<file path="config.mk">
export PLATFORM = sky130hd
export DESIGN_NAME = regfile_write_scheduler
export DESIGN_NICKNAME = d
export VERILOG_FILES = /design/src/rtl/regfile_write_scheduler.sv
export SDC_FILE = /design/constraint.sdc
export NUM_CORES = 1
export LEC_CHECK = 0
export BUFFER_PORTS_ARGS = -buffer_cell sky130_fd_sc_hd__buf_2
export CELL_PAD_IN_SITES_DETAIL_PLACEMENT = 1
export CELL_PAD_IN_SITES_GLOBAL_PLACEMENT = 1
export CORE_ASPECT_RATIO = 0.8
export CORE_MARGIN = 2
export CORE_UTILIZATION = 25
export CTS_BUF_LIST = sky130_fd_sc_hd__clkbuf_2 sky130_fd_sc_hd__clkbuf_4 sky130_fd_sc_hd__clkbuf_8
export DETAILED_ROUTE_END_ITERATION = 6
export GPL_ROUTABILITY_DRIVEN = 0
export PLACE_DENSITY = 0.67
export SYNTH_ARGS = -nofsm -noshare
export SYNTH_HDL_FRONTEND = slang
export SYNTH_SLANG_ARGS = --single-unit
</file>
<file path="constraint.sdc">
create_clock -name clk -period 5 [get_ports clk]
set_input_delay 1 -clock clk [delete_from_list [all_inputs] [get_ports clk]]
set_output_delay 1 -clock clk [all_outputs]
set_load 0.005 [all_outputs]
</file>
<file path="src/rtl/regfile_write_scheduler.sv">
// regfile_write_scheduler
// Shares the single register-file write port between the ALU writeback pipe
// and the variable-latency load unit. It uses round-robin arbitration with a
// registered write stage. A per-register pending scoreboard drives the decode
// RAW stall and the WAW issue block.
module regfile_write_scheduler #(
  parameter  int WORD_SIZE      = 32,
  parameter  int REGISTER_COUNT = 32,
  localparam int AW             = $clog2(REGISTER_COUNT)
) (
  input  logic                 clk,
  input  logic                 reset,
  input  logic                 issue_valid,
  input  logic [AW-1:0]        issue_rdAdr,
  output logic                 issue_ready,
  input  logic [AW-1:0]        rs1Adr,
  input  logic [AW-1:0]        rs2Adr,
  output logic                 Stall,
  input  logic                 alu_valid,
  input  logic [AW-1:0]        alu_rdAdr,
  input  logic [WORD_SIZE-1:0] alu_data,
  output logic                 alu_ready,
  input  logic                 mem_valid,
  input  logic [AW-1:0]        mem_rdAdr,
  input  logic [WORD_SIZE-1:0] mem_data,
  output logic                 mem_ready,
  output logic                 WriteEnable,
  output logic [AW-1:0]        rd1Adr,
  output logic [WORD_SIZE-1:0] Rd1
);

  // Identity of the requester granted most recently (round-robin pointer).
  typedef enum logic {
    SRC_ALU = 1'b0,
    SRC_MEM = 1'b1
  } src_e;

  localparam logic [AW-1:0]             ADR_ZERO  = {AW{1'b0}};
  localparam logic [REGISTER_COUNT-1:0] MASK_ZERO = {REGISTER_COUNT{1'b0}};
  // x0 is hard-wired, so its scoreboard bit is always masked off.
  localparam logic [REGISTER_COUNT-1:0] MASK_NO_X0 = ~{{(REGISTER_COUNT-1){1'b0}}, 1'b1};

  // One-hot decode of a register address into a scoreboard mask.
  function automatic logic [REGISTER_COUNT-1:0] onehot(input logic [AW-1:0] adr);
    logic [REGISTER_COUNT-1:0] m;
    m      = {REGISTER_COUNT{1'b0}};
    m[adr] = 1'b1;
    return m;
  endfunction

  src_e                      r_last_grant;
  logic                      r_we;
  logic [AW-1:0]             r_adr;
  logic [WORD_SIZE-1:0]      r_data;
  logic [REGISTER_COUNT-1:0] r_pending;

  logic                      w_alu_grant;
  logic                      w_mem_grant;
  logic                      w_grant;
  logic [AW-1:0]             w_sel_rd;
  logic [WORD_SIZE-1:0]      w_sel_data;
  logic                      w_issue_fire;
  logic [REGISTER_COUNT-1:0] w_set_mask;
  logic [REGISTER_COUNT-1:0] w_clr_mask;
  logic [REGISTER_COUNT-1:0] w_pending_next;

  // Round-robin arbitration: a tie goes to whoever was not granted last; reset blocks all grants.
  always_comb begin
    w_alu_grant = 1'b0;
    w_mem_grant = 1'b0;
    if (reset) begin
      w_alu_grant = 1'b0;
      w_mem_grant = 1'b0;
    end else if (alu_valid && mem_valid) begin
      if (r_last_grant == SRC_MEM) begin
        w_alu_grant = 1'b1;
      end else begin
        w_mem_grant = 1'b1;
      end
    end else if (alu_valid) begin
      w_alu_grant = 1'b1;
    end else if (mem_valid) begin
      w_mem_grant = 1'b1;
    end else begin
      w_alu_grant = 1'b0;
      w_mem_grant = 1'b0;
    end
  end

  // Select the winning request's address and data for the write stage.
  always_comb begin
    w_grant    = w_alu_grant | w_mem_grant;
    w_sel_rd   = alu_rdAdr;
    w_sel_data = alu_data;
    if (w_mem_grant) begin
      w_sel_rd   = mem_rdAdr;
      w_sel_data = mem_data;
    end else begin
      w_sel_rd   = alu_rdAdr;
      w_sel_data = alu_data;
    end
  end

  // Registered write stage: a grant becomes a register-file write in the next cycle; x0 never writes.
  always_ff @(posedge clk) begin
    if (reset) begin
      r_we   <= 1'b0;
      r_adr  <= ADR_ZERO;
      r_data <= {WORD_SIZE{1'b0}};
    end else if (w_grant) begin
      r_we   <= (w_sel_rd != ADR_ZERO);
      r_adr  <= w_sel_rd;
      r_data <= w_sel_data;
    end else begin
      r_we   <= 1'b0;
    end
  end

  // Round-robin pointer moves only when somebody is granted.
  always_ff @(posedge clk) begin
    if (reset) begin
      r_last_grant <= SRC_MEM;
    end else if (w_alu_grant) begin
      r_last_grant <= SRC_ALU;
    end else if (w_mem_grant) begin
      r_last_grant <= SRC_MEM;
    end else begin
      r_last_grant <= r_last_grant;
    end
  end

  // Scoreboard next state: a commit clears its bit, an issue sets its bit, and set wins a same-edge collision.
  always_comb begin
    w_issue_fire   = issue_valid && issue_ready && (issue_rdAdr != ADR_ZERO);
    w_set_mask     = MASK_ZERO;
    w_clr_mask     = MASK_ZERO;
    if (w_issue_fire) begin
      w_set_mask = onehot(issue_rdAdr);
    end else begin
      w_set_mask = MASK_ZERO;
    end
    if (r_we) begin
      w_clr_mask = onehot(r_adr);
    end else begin
      w_clr_mask = MASK_ZERO;
    end
    w_pending_next = ((r_pending & ~w_clr_mask) | w_set_mask) & MASK_NO_X0;
  end

  // Pending-write scoreboard register.
  always_ff @(posedge clk) begin
    if (reset) begin
      r_pending <= MASK_ZERO;
    end else begin
      r_pending <= w_pending_next;
    end
  end

  // Decode-side hazard outputs, computed combinationally from the registered scoreboard.
  always_comb begin
    issue_ready = !r_pending[issue_rdAdr] || (issue_rdAdr == ADR_ZERO);
    Stall       = (r_pending[rs1Adr] && (rs1Adr != ADR_ZERO)) ||
                  (r_pending[rs2Adr] && (rs2Adr != ADR_ZERO));
  end

  assign alu_ready   = w_alu_grant;
  assign mem_ready   = w_mem_grant;
  assign WriteEnable = r_we;
  assign rd1Adr      = r_adr;
  assign Rd1         = r_data;

endmodule

</file>
Yosys cells after proc, flatten, opt, wreduce, memory -nomap -nowiden
Index checks and enable logic that the tools add are counted.

Reductions and logical operators: 17. Muxes and demuxes: 25. $lt $le $gt $ge: 6. Add/sub/neg operators: 0. Multipliers: 0. Shift-type cells: 0. Bitwise operators: 5. Equal/unequal tests: 0. Divide/modulo/power cells: 0.

Operators with widths (count): 32-bit two-way mux (3); 32-bit AND (1); 32-bit NOT (1); 32-bit OR (1); 5-bit by 6-bit < comparator with 1-bit output, second input constant (4); 5-bit nonzero test (4); 1-bit two-way mux (16); 1-bit binary-select mux with 5-bit select (3); 1-bit demux with 5-bit select (2); 5-bit by 1-bit greater-or-equal comparator with 1-bit output, second input constant (2); 1-bit logical AND (7); 5-bit logical NOT (1); 5-bit two-way mux (1); 1-bit logical OR (2); 2-bit nonzero test (1); 2-bit OR reduction (1); 1-bit logical NOT (1); 1-bit NOT (1); 1-bit OR (1).

Input port bits: 94. ROM bits: 0. Memories kept: 0. Output and inout port bits: 42. Memory bits (writable): 0. Register bits: 71. Latch bits: 0.

Depth between registers and ports, before layout
Depth in word-level cells: 8. Gate-level depth with buffers: 7. Gate-level depth less buffers: 6.

Least setup slack after synthesis
No wires, ideal clock.

Path kind: input to output. Start point: in issue_rdAdr[0]. End point: out issue_ready. Buffers on the path: 2. Stages on the path: 6. Arrival time: 2.636 ns. Setup slack: 1.364 ns. Cell sequence: buf_6 > clkbuf_1 > mux4_2 > nand3_1 > nand4_1 > a211oi_1.

Word-level cells in the longest chain between the ends: 4. Elaborated cells on any way between the ends: 5. Classes of those cells: mux (2); reduce/logical (3).

Ends and longest elaborated chain: start, declared (RTL line 14) `input logic [AW-1:0] issue_rdAdr,`; 1-bit binary-select mux with 5-bit select (RTL line 161) `issue_ready = !r_pending[issue_rdAdr] || (issue_rdAdr == ADR_ZERO);`; 1-bit two-way mux (implied by the code) (RTL line 161); 1-bit logical NOT (RTL line 161); 1-bit logical OR * (RTL line 161); end, declared (RTL line 15) `output logic issue_ready,`.

Every way passes the cells marked *; elsewhere a longest branch is shown, timed or not. The select of a mux whose other input is x is not followed.

Final worst setup path
Same ends and word-level chain as after synthesis.

==> impl_metrics.toml <==
[cells_and_area]
finish.net_count = 647
regArea_mm2 = 0.00140
final_util = 0.321
multi_input_area_mm2 = 0.00228
fillers = 1785
diodes = 0
drive_gt1_frac = 0.325
final_cell_area_mm2 = 0.00481
syn_to_final_growth_pct = 25.9

[synthesis]
ys_types = 39
synthMuxAreaShare = 0.160
synthXorXnorAreaFrac = 0
yosys.area_share.adder = 0
syn_nets = 530
synth_top_family_by_area = "compound AO/OA/AOI/OAI gates"
postSynthCellCount = 436
synth_area_mm2 = 0.00382
ys_async_sr_fraction = 0
synth_compound_area_frac = 0.218
synth_flop_cell = "dfxtp_1"
synth-edff-count = 0
yosysWarnings = 0
synth_simple_gate_area_frac = 0.217
syn_avg_cell_area_um2 = 8.76
ys_ff_latch = 70
seq_area_frac_synth = 0.367

[worst_hold_path]
hp-start = "Rd1[3]$_SDFFE_PP0N_"
hold_class = "flop to flop"
whs_path_depth = 2

[detailed_routing]
vias_per_cell = 5.25
drt_iter0_markers = 210
postRouteAntennaNets = 0
drt_wl_total_mm = 14.2
drc = 0
vias = 3917
post_drt_wl_per_cell_um = 19.0
dr.pass1.iters = 4

[placed_design]
place_area_mm2 = 0.00464
dp_hpwl_mm = 11.0
port-buffer-count = 135

[power_and_ir_drop]
clkPwrFrac = 0.328
pwr-share-comb = 0.172
seq_power_share = 0.500
switching_share = 0.280
intPower_w = 0.000874
power_density_mw_per_mm2 = 252
power.switching_w = 0.000339
p_leak_nw = 1.92
ir_drop_mv = 0.115

[setup_path]
r2r_setup_slack_ps = 2440
critPathCaptureType = "primary output"
worst_ep_arrival_time_ps = 3040
path_max_fanout = 17
critPathSlowestCell = "nand4_1"
required_ps = 4000
cp-startpoint = "issue_rdAdr[0]"
path_cells = "buf_2, mux2_2, or3_1, nand4_1, nand4_1, a211oi_1, buf_2"
r2r-start = "r_last_grant$_SDFFE_PP1N_"
worstSetupStartpointType = "input pin"
slowest_delay_ps = 390
worstSetupPathType = "input pin to primary output"
rr_worst_depth = 7

[global_routing]
grt_pass1_vias = 3882
grt_pass1_wl_mm = 21.4
grt_max_degree = 64
grt_use_total = 0.170
antenna_found_initial = 0
overflow = 0

[status]
status = "finished, final reports clean"

[clock_network]
clockBufferDepth = 2
clock_latency_ps = 340
htreeDepth = 3
clk_pin_slew_worst_paths_ps = 70
numCtsBuffers = 9
cts_hold_buf = 0
root_buffer = "clkbuf_8"
cts_tree = "done"
postCtsSetupBuffers = 0
cts.sinks = 70
cts_resized = 0

[floorplan]
core_area_mm2 = 0.0150
start_util = 0.255
rows = 40
pin_count = 136
dieWidth_um = 142
dieArea_mm2 = 0.0163
die_y_um = 115

[timing]
min_period_over_period = 0.807
post-route-min-period_ps = 4040
rsz0062_at_grt = "no"
clock_skew_ps = 10.6
drv_slew = 0
max_slew_margin = 0.166
hold_viol = 0
tightest_slew_ps = 1250
setup_viol = 0
fmax_ghz = 0.248
tns_ps = 0

[job]
cap_violations = 0
[power groups by stage]
stage | combinational, W | sequential [W] | clock [W]
after floorplan | 0.000114 | 0.000612 | 0
after global routing | 0.000231 | 0.000610 | 0.000437
after CTS | 0.000211 | 0.000607 | 0.000417
final | 0.000209 | 0.000607 | 0.000398
after detailed placement | 0.000210 | 0.000620 | 0
after global placement | 0.000205 | 0.000618 | 0
[worst max-delay path, delay by kind of cell]
family / cells / cell delay, ps
muxes: 1 / 380
AOI/OAI and AO/OA: 1 / 300
and+or+nand+nor: 3 / 860
buffers and inverters: 2 / 490
[stage by stage]
step	setup WS (ps)	instances	total power, W	hold WS [ps]
6_report	963	746	0.00121	453
3_3_place_gp	1030	731	0.000822	440
2_1_floorplan	1360	436	0.000726	453
3_5_place_dp	978	731	0.000830	445
4_1_cts	976	746	0.00123	455
5_1_grt	834	746	0.00128	482
[sequential cells by signal (all words and copies together) (netlist names)]
signal,cells
WriteEnable,1
rd1Adr,5
r_last_grant,1
r_pending,31
Rd1,32
[per-layer routing]
| metal | part of all wire | routed length, µm | GRT usage |
|---|---|---|---|
| met1 | 0.45 | 6470 | 0.231 |
| met2 | 0.48 | 6830 | 0.279 |
| met3 | 0.052 | 741 | 0.0301 |
| met4 | 0.012 | 170 | 0.0447 |
| met5 | 0 | 0 | 0 |
[cell families (layout without fill, tap and decap cells)]
family | Yosys count | after routing
multiplexers | 38 | 38
buffers and inverters | 37 | 158
AO/OA/AOI/OAI | 135 | 135
flip-flops | 70 | 70
AND/OR/NAND/NOR | 156 | 156
[worst paths after layout]
kind                                       endpoint
worst max-delay path                    issue_ready
worst min-delay path            Rd1[3]$_SDFFE_PP0N_
worst max register to register  Rd1[1]$_SDFFE_PP0N_
worst min register to register  Rd1[3]$_SDFFE_PP0N_
[cells in the mapped netlist, types with 2 or more instances]
library cell	number	area [µm²]
nand3_1	8	40.0
nor3_1	5	25.0
nor2_1	15	56.3
or3b_2	2	17.5
inv_1	4	15.0
nand2_1	57	214
mux2_2	3	33.8
nor2b_1	19	119
o21ai_1	3	15.0
a211o_1	2	17.5
nand3b_1	25	188
dfxtp_1	70	1400
mux4_2	18	405
nand2b_1	3	18.8
nand4_1	3	18.8
a21oi_1	38	190
buf_2	2	10.0
o31ai_1	7	52.6
o41ai_1	5	43.8
or2_1	2	12.5
clkbuf_1	29	109
a211oi_1	6	45.0
mux2i_1	17	170
o21ai_0	36	180
or2_2	3	18.8
nor3b_1	5	37.5
or4_1	2	15.0
or3_1	5	31.3
a22oi_1	32	240
[cells in the final DEF, fill, tap and decap left out, types with 4 or more instances in the layout]
master / n
a211oi_1: 6
a21oi_1: 38
a22oi_1: 32
buf_2: 135
clkbuf_4: 4
clkbuf_8: 9
dfxtp_1: 70
inv_1: 4
mux2i_1: 17
mux4_2: 18
nand2_1: 57
nand3_1: 8
nand3b_1: 25
nor2_1: 14
nor2b_1: 19
nor3_1: 4
nor3b_1: 5
o21ai_0: 36
o31ai_1: 7
o41ai_1: 5
or3_1: 5
[final cells by class]
type	instances	area share
tap	189	0.0492
timing repair buffer	138	0.148
clock inverter	2	0.00208
sequential	70	0.292
inverter	5	0.00390
multi-input combinational	329	0.473
clock buffer	13	0.0320
Power figures use the tool's default switching activity.
